--- src/rtl/adrv9001_pkg.sv ---
// Shared definitions for the ADRV9001 RX burst-capture path.
package adrv9001_pkg;
  localparam int ADRV9001_SAMPLE_W = 32;
  localparam int BURST_LEN_W       = 16;

  localparam logic [1:0] ST_IDLE    = 2'd0;
  localparam logic [1:0] ST_ARMED   = 2'd1;
  localparam logic [1:0] ST_CAPTURE = 2'd2;
  localparam logic [1:0] ST_DRAIN   = 2'd3;

  typedef struct packed {
    logic                         last;
    logic [ADRV9001_SAMPLE_W-1:0] data;
  } fifo_word_t;
endpackage

--- src/rtl/adrv9001_sync_fifo.sv ---
// Single-clock show-ahead FIFO with synchronous flush; head entry is always on o_rd_data.
module adrv9001_sync_fifo #(
  parameter int W  = 33,
  parameter int AW = 4
) (
  input  logic         i_clk,
  input  logic         i_rstn,
  input  logic         i_flush,
  input  logic         i_wr_en,
  input  logic [W-1:0] i_wr_data,
  input  logic         i_rd_en,
  output logic [W-1:0] o_rd_data,
  output logic         o_full,
  output logic         o_empty
);
  logic [W-1:0] r_mem [0:(1<<AW)-1];
  logic [AW:0]  r_wp, r_rp;
  logic         w_wr, w_rd;

  // Extra pointer MSB distinguishes full from empty when the indices match.
  assign o_empty = (r_wp == r_rp);
  assign o_full  = (r_wp[AW] != r_rp[AW]) && (r_wp[AW-1:0] == r_rp[AW-1:0]);
  assign w_wr    = i_wr_en && !o_full && !i_flush;
  assign w_rd    = i_rd_en && !o_empty && !i_flush;
  assign o_rd_data = r_mem[r_rp[AW-1:0]];

  always_ff @(posedge i_clk or negedge i_rstn) begin
    if (!i_rstn) begin
      r_wp <= '0;
      r_rp <= '0;
    end else if (i_flush) begin
      r_wp <= '0;
      r_rp <= '0;
    end else begin
      if (w_wr) r_wp <= r_wp + 1'b1;
      if (w_rd) r_rp <= r_rp + 1'b1;
    end
  end

  always_ff @(posedge i_clk) begin
    if (w_wr) r_mem[r_wp[AW-1:0]] <= i_wr_data;
  end
endmodule

--- src/rtl/adrv9001_rx_burst.sv ---
// Triggered burst capture: arm, wait for trigger rising edge, store cfg_len samples,
// re-emit them as a backpressured AXI-Stream burst with tlast on the final beat.
module adrv9001_rx_burst
  import adrv9001_pkg::*;
#(
  parameter int FIFO_AW = 4
) (
  input  logic                         axis_aclk,
  input  logic                         axis_rstn,
  input  logic [BURST_LEN_W-1:0]       cfg_len,
  input  logic                         arm,
  input  logic                         abort,
  input  logic                         trigger,
  input  logic [ADRV9001_SAMPLE_W-1:0] s_axis_tdata,
  input  logic                         s_axis_tvalid,
  output logic [ADRV9001_SAMPLE_W-1:0] m_axis_tdata,
  output logic                         m_axis_tvalid,
  input  logic                         m_axis_tready,
  output logic                         m_axis_tlast,
  output logic                         busy,
  output logic                         burst_done,
  output logic [BURST_LEN_W-1:0]       overflow_cnt
);
  logic [1:0]             r_state, w_next;
  logic                   r_trig_d;
  logic [BURST_LEN_W-1:0] r_len, r_wr_cnt, r_ovf;
  logic                   r_done;

  fifo_word_t w_wr_word, w_head;
  logic       w_full, w_empty;
  logic       w_arm_ok, w_rise, w_wr_req, w_wr_en, w_drop, w_hs, w_last_wr, w_last_hs;

  assign w_arm_ok  = (r_state == ST_IDLE) && arm && (cfg_len != '0) && !abort;
  assign w_rise    = trigger && !r_trig_d;
  assign w_wr_req  = (r_state == ST_CAPTURE) && s_axis_tvalid && !abort;
  // Full is the pre-read state, so a same-cycle read never frees room for the write.
  assign w_wr_en   = w_wr_req && !w_full;
  assign w_drop    = w_wr_req && w_full;
  assign w_last_wr = (r_wr_cnt == r_len - 1'b1);
  assign w_hs      = !w_empty && m_axis_tready;
  assign w_last_hs = w_hs && w_head.last;

  assign w_wr_word.last = w_last_wr;
  assign w_wr_word.data = s_axis_tdata;

  adrv9001_sync_fifo #(.W($bits(fifo_word_t)), .AW(FIFO_AW)) u_fifo (
    .i_clk     (axis_aclk),
    .i_rstn    (axis_rstn),
    .i_flush   (abort),
    .i_wr_en   (w_wr_en),
    .i_wr_data (w_wr_word),
    .i_rd_en   (w_hs),
    .o_rd_data (w_head),
    .o_full    (w_full),
    .o_empty   (w_empty)
  );

  always_ff @(posedge axis_aclk or negedge axis_rstn) begin
    if (!axis_rstn) r_state <= ST_IDLE;
    else            r_state <= w_next;
  end

  always_comb begin
    w_next = r_state;
    if (abort) begin
      w_next = ST_IDLE;
    end else begin
      case (r_state)
        ST_IDLE:    if (w_arm_ok) w_next = ST_ARMED;
        ST_ARMED:   if (w_rise) w_next = ST_CAPTURE;
        ST_CAPTURE: if (w_wr_en && w_last_wr) w_next = ST_DRAIN;
        ST_DRAIN:   if (w_last_hs) w_next = ST_IDLE;
        default:    w_next = ST_IDLE;
      endcase
    end
  end

  // Data and last are gated so the (unreset) storage never leaks onto an idle bus.
  always_comb begin
    busy          = (r_state != ST_IDLE);
    m_axis_tvalid = !w_empty;
    m_axis_tdata  = w_empty ? '0 : w_head.data;
    m_axis_tlast  = !w_empty && w_head.last;
  end

  always_ff @(posedge axis_aclk or negedge axis_rstn) begin
    if (!axis_rstn) begin
      r_trig_d <= 1'b0;
      r_len    <= '0;
      r_wr_cnt <= '0;
      r_ovf    <= '0;
      r_done   <= 1'b0;
    end else begin
      r_trig_d <= trigger;
      r_done   <= (r_state == ST_DRAIN) && w_last_hs && !abort;
      if (w_arm_ok) begin
        r_len    <= cfg_len;
        r_wr_cnt <= '0;
        r_ovf    <= '0;
      end else begin
        if (w_wr_en) r_wr_cnt <= r_wr_cnt + 1'b1;
        if (w_drop && (r_ovf != '1)) r_ovf <= r_ovf + 1'b1;
      end
    end
  end

  assign burst_done   = r_done;
  assign overflow_cnt = r_ovf;
endmodule

--- config.mk ---
export PLATFORM = sky130hd
export DESIGN_NAME = adrv9001_rx_burst
export DESIGN_NICKNAME = d
export VERILOG_FILES = /design/src/rtl/adrv9001_pkg.sv /design/src/rtl/adrv9001_sync_fifo.sv /design/src/rtl/adrv9001_rx_burst.sv
export SDC_FILE = /design/constraint.sdc
export NUM_CORES = 1
export LEC_CHECK = 0
export ABC_AREA = 1
export CAP_MARGIN = 10
export CORE_MARGIN = 3
export CORE_UTILIZATION = 55
export DETAILED_ROUTE_END_ITERATION = 7
export HOLD_SLACK_MARGIN = 0.12
export PLACE_DENSITY_LB_ADDON = 0.2
export REMOVE_ABC_BUFFERS = 1
export SETUP_SLACK_MARGIN = 0.05
export SLEW_MARGIN = 5
export SYNTH_ARGS = -nofsm -noshare
export SYNTH_HDL_FRONTEND = slang
export SYNTH_SLANG_ARGS = --single-unit
--- constraint.sdc ---
create_clock -name axis_aclk -period 3.2 [get_ports axis_aclk]
set_clock_uncertainty 0.05 [all_clocks]
set_input_delay 0.48 -clock axis_aclk [delete_from_list [all_inputs] [get_ports axis_aclk]]
set_output_delay 0.48 -clock axis_aclk [all_outputs]
set_load 0.02 [all_outputs]
==> results of run 1 <==
repair_timing:
item	4_1_cts	5_1_grt
endpoints found under the hold margin	27	0
cloned	5	9
pin swaps	4	8
hold buffers	1	0
gates resized for setup	163	44
endpoints found under the setup margin	33	32
buffers inserted	9	4
metal layers:
layer | share of wire, % | up-vias
met5 | 0.019 | -
met4 | 3.2 | 2
met3 | 8.5 | 135
met2 | 47 | 817
met1 | 41 | 8201
li1 | - | 7432
flip-flops by register name, indices dropped and copies added, names as in the netlist:
signal,flops
r_len,16
u_fifo.r_mem,528
overflow_cnt,16
u_fifo.r_rp,5
r_wr_cnt,16
u_fifo.r_wp,5
burst_done,1
r_state,2
r_trig_d,1
final timing paths:
check,depth (start not counted),to
min in group asynchronous,2,overflow_cnt[7]$_DFFE_PN0P_
worst min-delay path,1,r_trig_d$_DFF_PN0_
worst max register to register,9,u_fifo.r_mem[11][19]$_DFFE_PP_
worst min register to register,1,u_fifo.r_wp[4]$_DFFE_PN0P_
max in group asynchronous,3,r_len[13]$_DFFE_PN0P_
worst max-delay path,10,m_axis_tdata[24]
layout by cell type, fill, tap and decap left out, types with 49 or more instances in the layout:
| cell | count |
|---|---|
| o32ai_1 | 72 |
| o221ai_1 | 49 |
| dfrtp_1 | 59 |
| inv_1 | 68 |
| nand3_1 | 50 |
| nand2_1 | 204 |
| edfxtp_1 | 528 |
| o21ai_0 | 176 |
| mux2i_1 | 49 |
| clkdlybuf4s50_1 | 72 |
| clkbuf_16 | 65 |
| nor2_1 | 356 |
| buf_4 | 53 |
cell type report:
cell class | count | area (um2)
inverters | 77 | 297.8
clock buffers | 70 | 1516
fillers | 3090 | 14360
well taps | 585 | 732.0
repair buffers | 199 | 2292
flip-flops and latches | 590 | 17420
clock inverters | 36 | 342.8
multi-input cells | 1161 | 6504
cell families (layout without fill, tap and decap cells):
| family | count (synthesis) | after routing | synth area share, % |
|---|---|---|---|
| muxes | 49 | 49 | 2.011 |
| AOI/OAI and AO/OA | 394 | 394 | 10.53 |
| and+or+nand+nor | 682 | 682 | 11.46 |
| adders and majority gates | 12 | 12 | 0.6155 |
| buffers and inverters | 188 | 382 | 3.134 |
| xor gates and xnor gates | 24 | 24 | 0.8924 |
| DFF | 590 | 590 | 71.35 |
power by group through the flow:
stage	sequential (mW)	combinational [mW]	clock [mW]
global route	8.73	3.33	7.06
detailed placement	8.87	2.66	0
CTS	8.71	2.93	6.75
floorplan	8.95	1.65	0
global placement	8.87	2.60	0
finish	8.71	3.06	6.68
==> summary.md, run 1 <==
| Metric | Value |
|---|---|
| Synth Flop Type | edfxtp_1 |
| Final hold vios | 0 |
| Synth cell types | a little under 50 |
| Max-slew violations | 0 |
| Setup TNS | 0 ps |
| Startpoint types | flip-flop |
| # H-tree levels | 2 |
| Pre-CTS setup slack | approximately 220 ps |
| Tmin final | between 3000 and 4000 ps |
| Crit. Startpoint | u_fifo.r_rp[0]$_DFFE_PN0P_ |
| CP max stage cell | dfrtp_4 |
| Status | completed |
| Final Worst Setup Slack | 54.46 ps |
| Finished Cell Area | about 29000 um2 |
| Post-Route WL | between 60000 and 70000 um |
| TritonCTS Buffers | 57 |
| Share of the synthesized area in the top cell type | about two thirds |
| Most common cell on crit path | nand2_1 |
| Worst R2R Setup Slack | just under 600 ps |
| Fmax | 0.3179 GHz |
| Placed instance count | about 2600 |
| Number of nets in the layout | 2153 |
| Port Buf Inserts | between 100 and 150 |
| Maximum clock path buffer count | 3 |
| Core ar. | 43460 um2 |
| Drt pass-1 iters | 5 |
| Avg Cell Area, Syn | 12.58 um2 |
| Vias per inst | roughly 6.1 |
| Initial antenna violation count | 1 |
| CTS sink count | slightly below 600 |
| Worst Path Arrival | 2620 ps |
| Period utilization | 98.30% |
| Dpl cell area | around 27000 um2 |
| Clock transition at path regs | approximately 60 ps |
| Initial core utilization | 56.14% |
| Synth top cells by count | 528 x edfxtp_1, 373 x nor2_1, 204 x nand2_1 |
| Vias in the first global route | roughly 16000 |
| Synthesized area | 24390 um2 |
| Met2 GRT Util | 40.61% |
| Max-cap violations | 0 |
| Reg-to-reg startpoint | u_fifo.r_rp[1]$_DFFE_PN0P_ |
| Total Power | roughly 18 mW |
| Clk Latency, worst-skew pair | around 600 ps |
| Peak supply drop | about 0.00047 V |
| Logic gate share of total power | ~17% |
| Worst Path Max Fanout | 9 |
| CP cell instances | inv_6 > nand2_1 > a21oi_2 > nand2_1 > or2_4 > inv_4 > buf_4 > buf_12 > a31oi_1 > clkdlybuf4s15_2 |
| Clock share of power | a little over a third |
| HP Class | in2reg |
| Post-synthesis register bit count | 590 |
| Synth area leaders | edfxtp_1 65%, dfrtp_1 6.4%, nor2_1 5.7% |
| Nature of the critical path endpoint | output port |
| Pin count of the biggest net entering global routing | around 130 |
| Worst EP required | 2670 ps |
| Non-Filler Instances | roughly 2700 |
| Synth warn | 0 |
| Drc violations | 0 |
| TritonCTS clock tree | yes |
| Sequential Power Share | 47.2% |
| First-pass GRT wire length | about 90000 um |
| Number of buffers and inverters on the critical path | 5 |
| Lkg Pwr | approximately 9.9 nW |
| Slew @ Worst Pin | around 700 ps |
| Worst Hold Margin | roughly 310 ps |
| Post-synth ARST share | a little over a tenth |
| Most frequent cell after synthesis | edfxtp_1 |
| Routed Antenna Nets | 0 |
| Vias | ~17000 |
| Share of layout cells above drive strength 1 | approximately an eighth |
| Crit path max-delay family | buffers and inverters |
| Min-delay src | trigger |
| Sequential fraction of the synthesis area | between 70% and 80% |
| Initial drt markers | approximately 1900 |
| Area Overhead vs Synth | 19.29% |
| Yosys top cell by area | edfxtp_1 |
| Row count | 76 |
| Number of inserted diodes | 0 |
| Placer congestion estimate | 0.8551 |
| Post-Route Utilization | between 60% and 70% |
| Die X | ~220 um |
| Io pins | 107 |
| DP HPWL | approximately 33000 um |
| Setup-failing EPs final | 0 |
| Pint | about 14 mW |
| GR Util All Layers | 25.36% |
| GR peak layer | met2 |
| RSZ-0062 raised after global routing | true |
| Met1 Use GR | between 30% and 40% |
| P_sw | just under 5 mW |
| CTS Root Cell | clkbuf_16 |
| Remaining Overflow, GRT | 0 |
| Die area | 46920 um2 |
| Slowest stage delay, CP | between 500 and 600 ps |
| Sw frac | a little over a quarter |
| Relative slew slack | 52.02% |
| Post-synth EDFFs | approximately 530 |
| Synth Instances | roughly 1900 |
| DIE HEIGHT | between 200 and 250 um |
| Avg WL per Cell | approximately 23 um |
| Crit Path Category | reg2out |
| PwrDens | about 630 nW/um2 |
| GRT met3 Usage | under 10% |
Note: power is estimated with default switching activity, not from simulation.
==> run 2: changes to the inputs <==
--- a/config.mk
+++ b/config.mk
@@ -11,6 +11,7 @@
 export CORE_UTILIZATION = 55
 export DETAILED_ROUTE_END_ITERATION = 7
 export HOLD_SLACK_MARGIN = 0.12
+export MAX_ROUTING_LAYER = met4
 export PLACE_DENSITY_LB_ADDON = 0.2
 export REMOVE_ABC_BUFFERS = 1
 export SETUP_SLACK_MARGIN = 0.05
==> summary.md, run 2 (synthesis results as in run 1) <==
| Metric | Value |
|---|---|
| Status | complete, but fails checks |
| Failing checks | negative setup slack |
| Vias in the first global route | 16070 (+1.8%) |
| CP max stage cell | dfrtp_4 |
| DIE HEIGHT | 216.6 um (unchanged) |
| First-pass GRT wire length | 94090 um (+2.6%) |
| Lkg Pwr | 9.826 nW (-0.47%) |
| RSZ-0062 raised after global routing | true |
| Reg-to-reg startpoint | r_state[0]$_DFFE_PN0P_ |
| Commonest non-fill, non-tap cell in the layout | edfxtp_1 |
| Worst Path Arrival | 2690 ps (+70 ps) |
| Vias per inst | 6.084 (-0.31%) |
| CTS sink count | 590 (unchanged) |
| HP Class | in2reg |
| Dpl cell area | 26680 um2 (+0.26%) |
| Startpoint types | flip-flop |
| P_sw | 4.803 mW (-1.1%) |
| Row count | 76 (unchanged) |
| Finished Cell Area | 29020 um2 (-0.28%) |
| Clk Latency, worst-skew pair | 610 ps (about the same) |
| Multi-input logic area | 6489 um2 (-0.23%) |
| Nature of the critical path endpoint | output port |
| Initial drt markers | 1948 (+2.4%) |
| Core ar. | 43460 um2 (unchanged) |
| Slew @ Worst Pin | 913.6 ps (+193.8 ps) |
| Layout filler cell count | 3062 (-0.91%) |
| PwrDens | 622.2 nW/um2 (-1.8%) |
| Most frequent cells in the layout | 528 x edfxtp_1, 356 x nor2_1, 204 x nand2_1 |
| Setup TNS | -21.89 ps (-21.89 ps) |
| Worst Path Max Fanout | 62 (+53) |
| Crit Path Category | reg2out |
| Non-Filler Instances | 2714 (-0.15%) |
| Number of nets in the layout | 2150 (-0.14%) |
| Sw frac | 26.60% (+0.27 points) |
| Port Buf Inserts | 106 (unchanged) |
| # H-tree levels | 2 (unchanged) |
| Drt pass-1 iters | 7 (+2) |
| Initial antenna violation count | 2 (+1) |
| Area Overhead vs Synth | 18.95% |
| Remaining Overflow, GRT | 0 (unchanged) |
| Share of layout cells above drive strength 1 | 12.04% (-1.1 points) |
| Fmax | 0.3104 GHz (-2.4%) |
| Drc violations | 0 (unchanged) |
| DP HPWL | 32840 um (about the same) |
| Die X | 216.6 um (unchanged) |
| Tmin final | 3222 ps (+76.35 ps) |
| Period utilization | 100.7% (+2.4 points) |
| Total Power | 18.06 mW (-2.1%) |
| Clock share of power | 34.8% (-1.4 points) |
| Slowest stage delay, CP | 510 ps (-20 ps) |
| R2r endpoint | u_fifo.r_mem[6][19]$_DFFE_PP_ |
| Post-Route WL | 63030 um (+0.13%) |
| TritonCTS clock tree | yes |
| Worst hold endpoint | r_trig_d$_DFF_PN0_ |
| CTS Root Cell | clkbuf_16 |
| Max-slew violations | 0 (unchanged) |
| Setup-failing EPs final | 1 (+1) |
| Routed Antenna Nets | 0 (unchanged) |
| Largest register FFs | 528 (unchanged) |
| Relative slew slack | 39.09% (-13 points) |
| Avg WL per Cell | 23.22 um (+0.28%) |
| Initial core utilization | 56.14% (unchanged) |
| Maximum clock path buffer count | 3 (unchanged) |
| Final Worst Setup Slack | -21.89 ps (-76.35 ps) |
| Peak supply drop | 0.0003985 V (-15%) |
| Placer congestion estimate | 0.8520 (-0.36%) |
| Logic gate share of total power | 16.9% (+0.3 points) |
| Worst R2R Path Depth | 11 (+2) |
| Max-cap violations | 0 (unchanged) |
| Clock transition at path regs | 60 ps (about the same) |
| CP cell instances | buf_12 > bufbuf_16 > o32ai_2 > nand2_1 > a31oi_2 > clkdlybuf4s15_2 |
| Final hold vios | 0 (unchanged) |
| Die area | 46920 um2 (unchanged) |
| Pin count of the biggest net entering global routing | 63 (-51%) |
| GR Util All Layers | 26.88% (+1.5 points) |
| Min-delay src | trigger |
| Placed instance count | 2586 (+0.039%) |
| Reg area | 17420 um2 (unchanged) |
| Worst hold path depth | 1 (unchanged) |
| Worst R2R Setup Slack | 570 ps (about the same) |
| Pint | 13.25 mW (-2.5%) |
| TritonCTS Buffers | 57 (unchanged) |
| Sequential Power Share | 48.3% (+1.1 points) |
| Io pins | 107 (unchanged) |
| Worst EP required | 2670 ps (about the same) |
| Post-Route Utilization | 66.77% (-0.19 points) |
| Vias | 16510 (-0.46%) |
==> run 2: timing repair <==
action | CTS | global route
hold endpoints to repair | 34 | 0
pin swaps | 2 | 2
buffers inserted | 6 | 2
endpoints found under the setup margin | 33 | 32
hold buffers | 1 | 0
gates resized for setup | 152 | 44
gates cloned | 8 | 7
==> run 2: area by class of cell <==
type | instances | share of cell area (%)
antenna | 2 | 0.01725
clock buffer | 74 | 5.170
clock inverter | 29 | 0.7330
inverter | 77 | 1.052
multi-input combinational | 1161 | 22.36
sequential | 590 | 60.02
tap | 585 | 2.522
timing repair buffer | 196 | 8.128
==> run 2: worst max-delay path by stage <==
stage | from | to | slack [ps] | cells past startpoint
final | u_fifo.r_rp[1]$_DFFE_PN0P_ | m_axis_tdata[24] | -20 | 6
after detailed placement | u_fifo.r_rp[0]$_DFFE_PN0P_ | m_axis_tdata[3] | 250 | 6
after global placement | u_fifo.r_rp[0]$_DFFE_PN0P_ | m_axis_tlast | 270 | 11
after global routing | u_fifo.r_rp[1]$_DFFE_PN0P_ | m_axis_tdata[24] | -60 | 6
after floorplan | u_fifo.r_rp[0]$_DFFE_PN0P_ | u_fifo.r_wp[4]$_DFFE_PN0P_ | -9690 | 10
after CTS | u_fifo.r_rp[1]$_DFFE_PN0P_ | m_axis_tdata[24] | 5 | 6
==> run 2: worst max-delay path: cells and delay by family (launching register included) <==
family                 cells  cell delay [ps]
and+or+nand+nor            1              150
buffers and inverters      3              800
AOI/OAI and AO/OA          2              590
DFF                        1              510
==> run 2: stage by stage <==
stage | setup slack [ps] | hold WS [ps]
2_1_floorplan | -9693 | 134.4
3_3_place_gp | 274.2 | 420.2
3_5_place_dp | 245.9 | 432.7
4_1_cts | 4.739 | 282.5
5_1_grt | -55.60 | 294.0
6_report | -21.89 | 304.1
==> run 2: layer usage <==
metal	routed length (um)	global-route usage [%]	vias to the layer above
met5	0	-	-
met4	1349	7.660	0
met3	5995	4.781	101
met2	30590	42.44	875
met1	25090	36.41	8102
li1	-	-	7433
==> run 2: power groups by stage <==
stage               clock network [mW]  registers [mW]  logic [mW]
global route                      6.67            8.74        3.34
global placement                     0            8.87        2.62
finish                            6.29            8.72        3.05
CTS                               6.34            8.72        2.92
detailed placement                   0            8.88        2.67
floorplan                            0            8.95        1.65
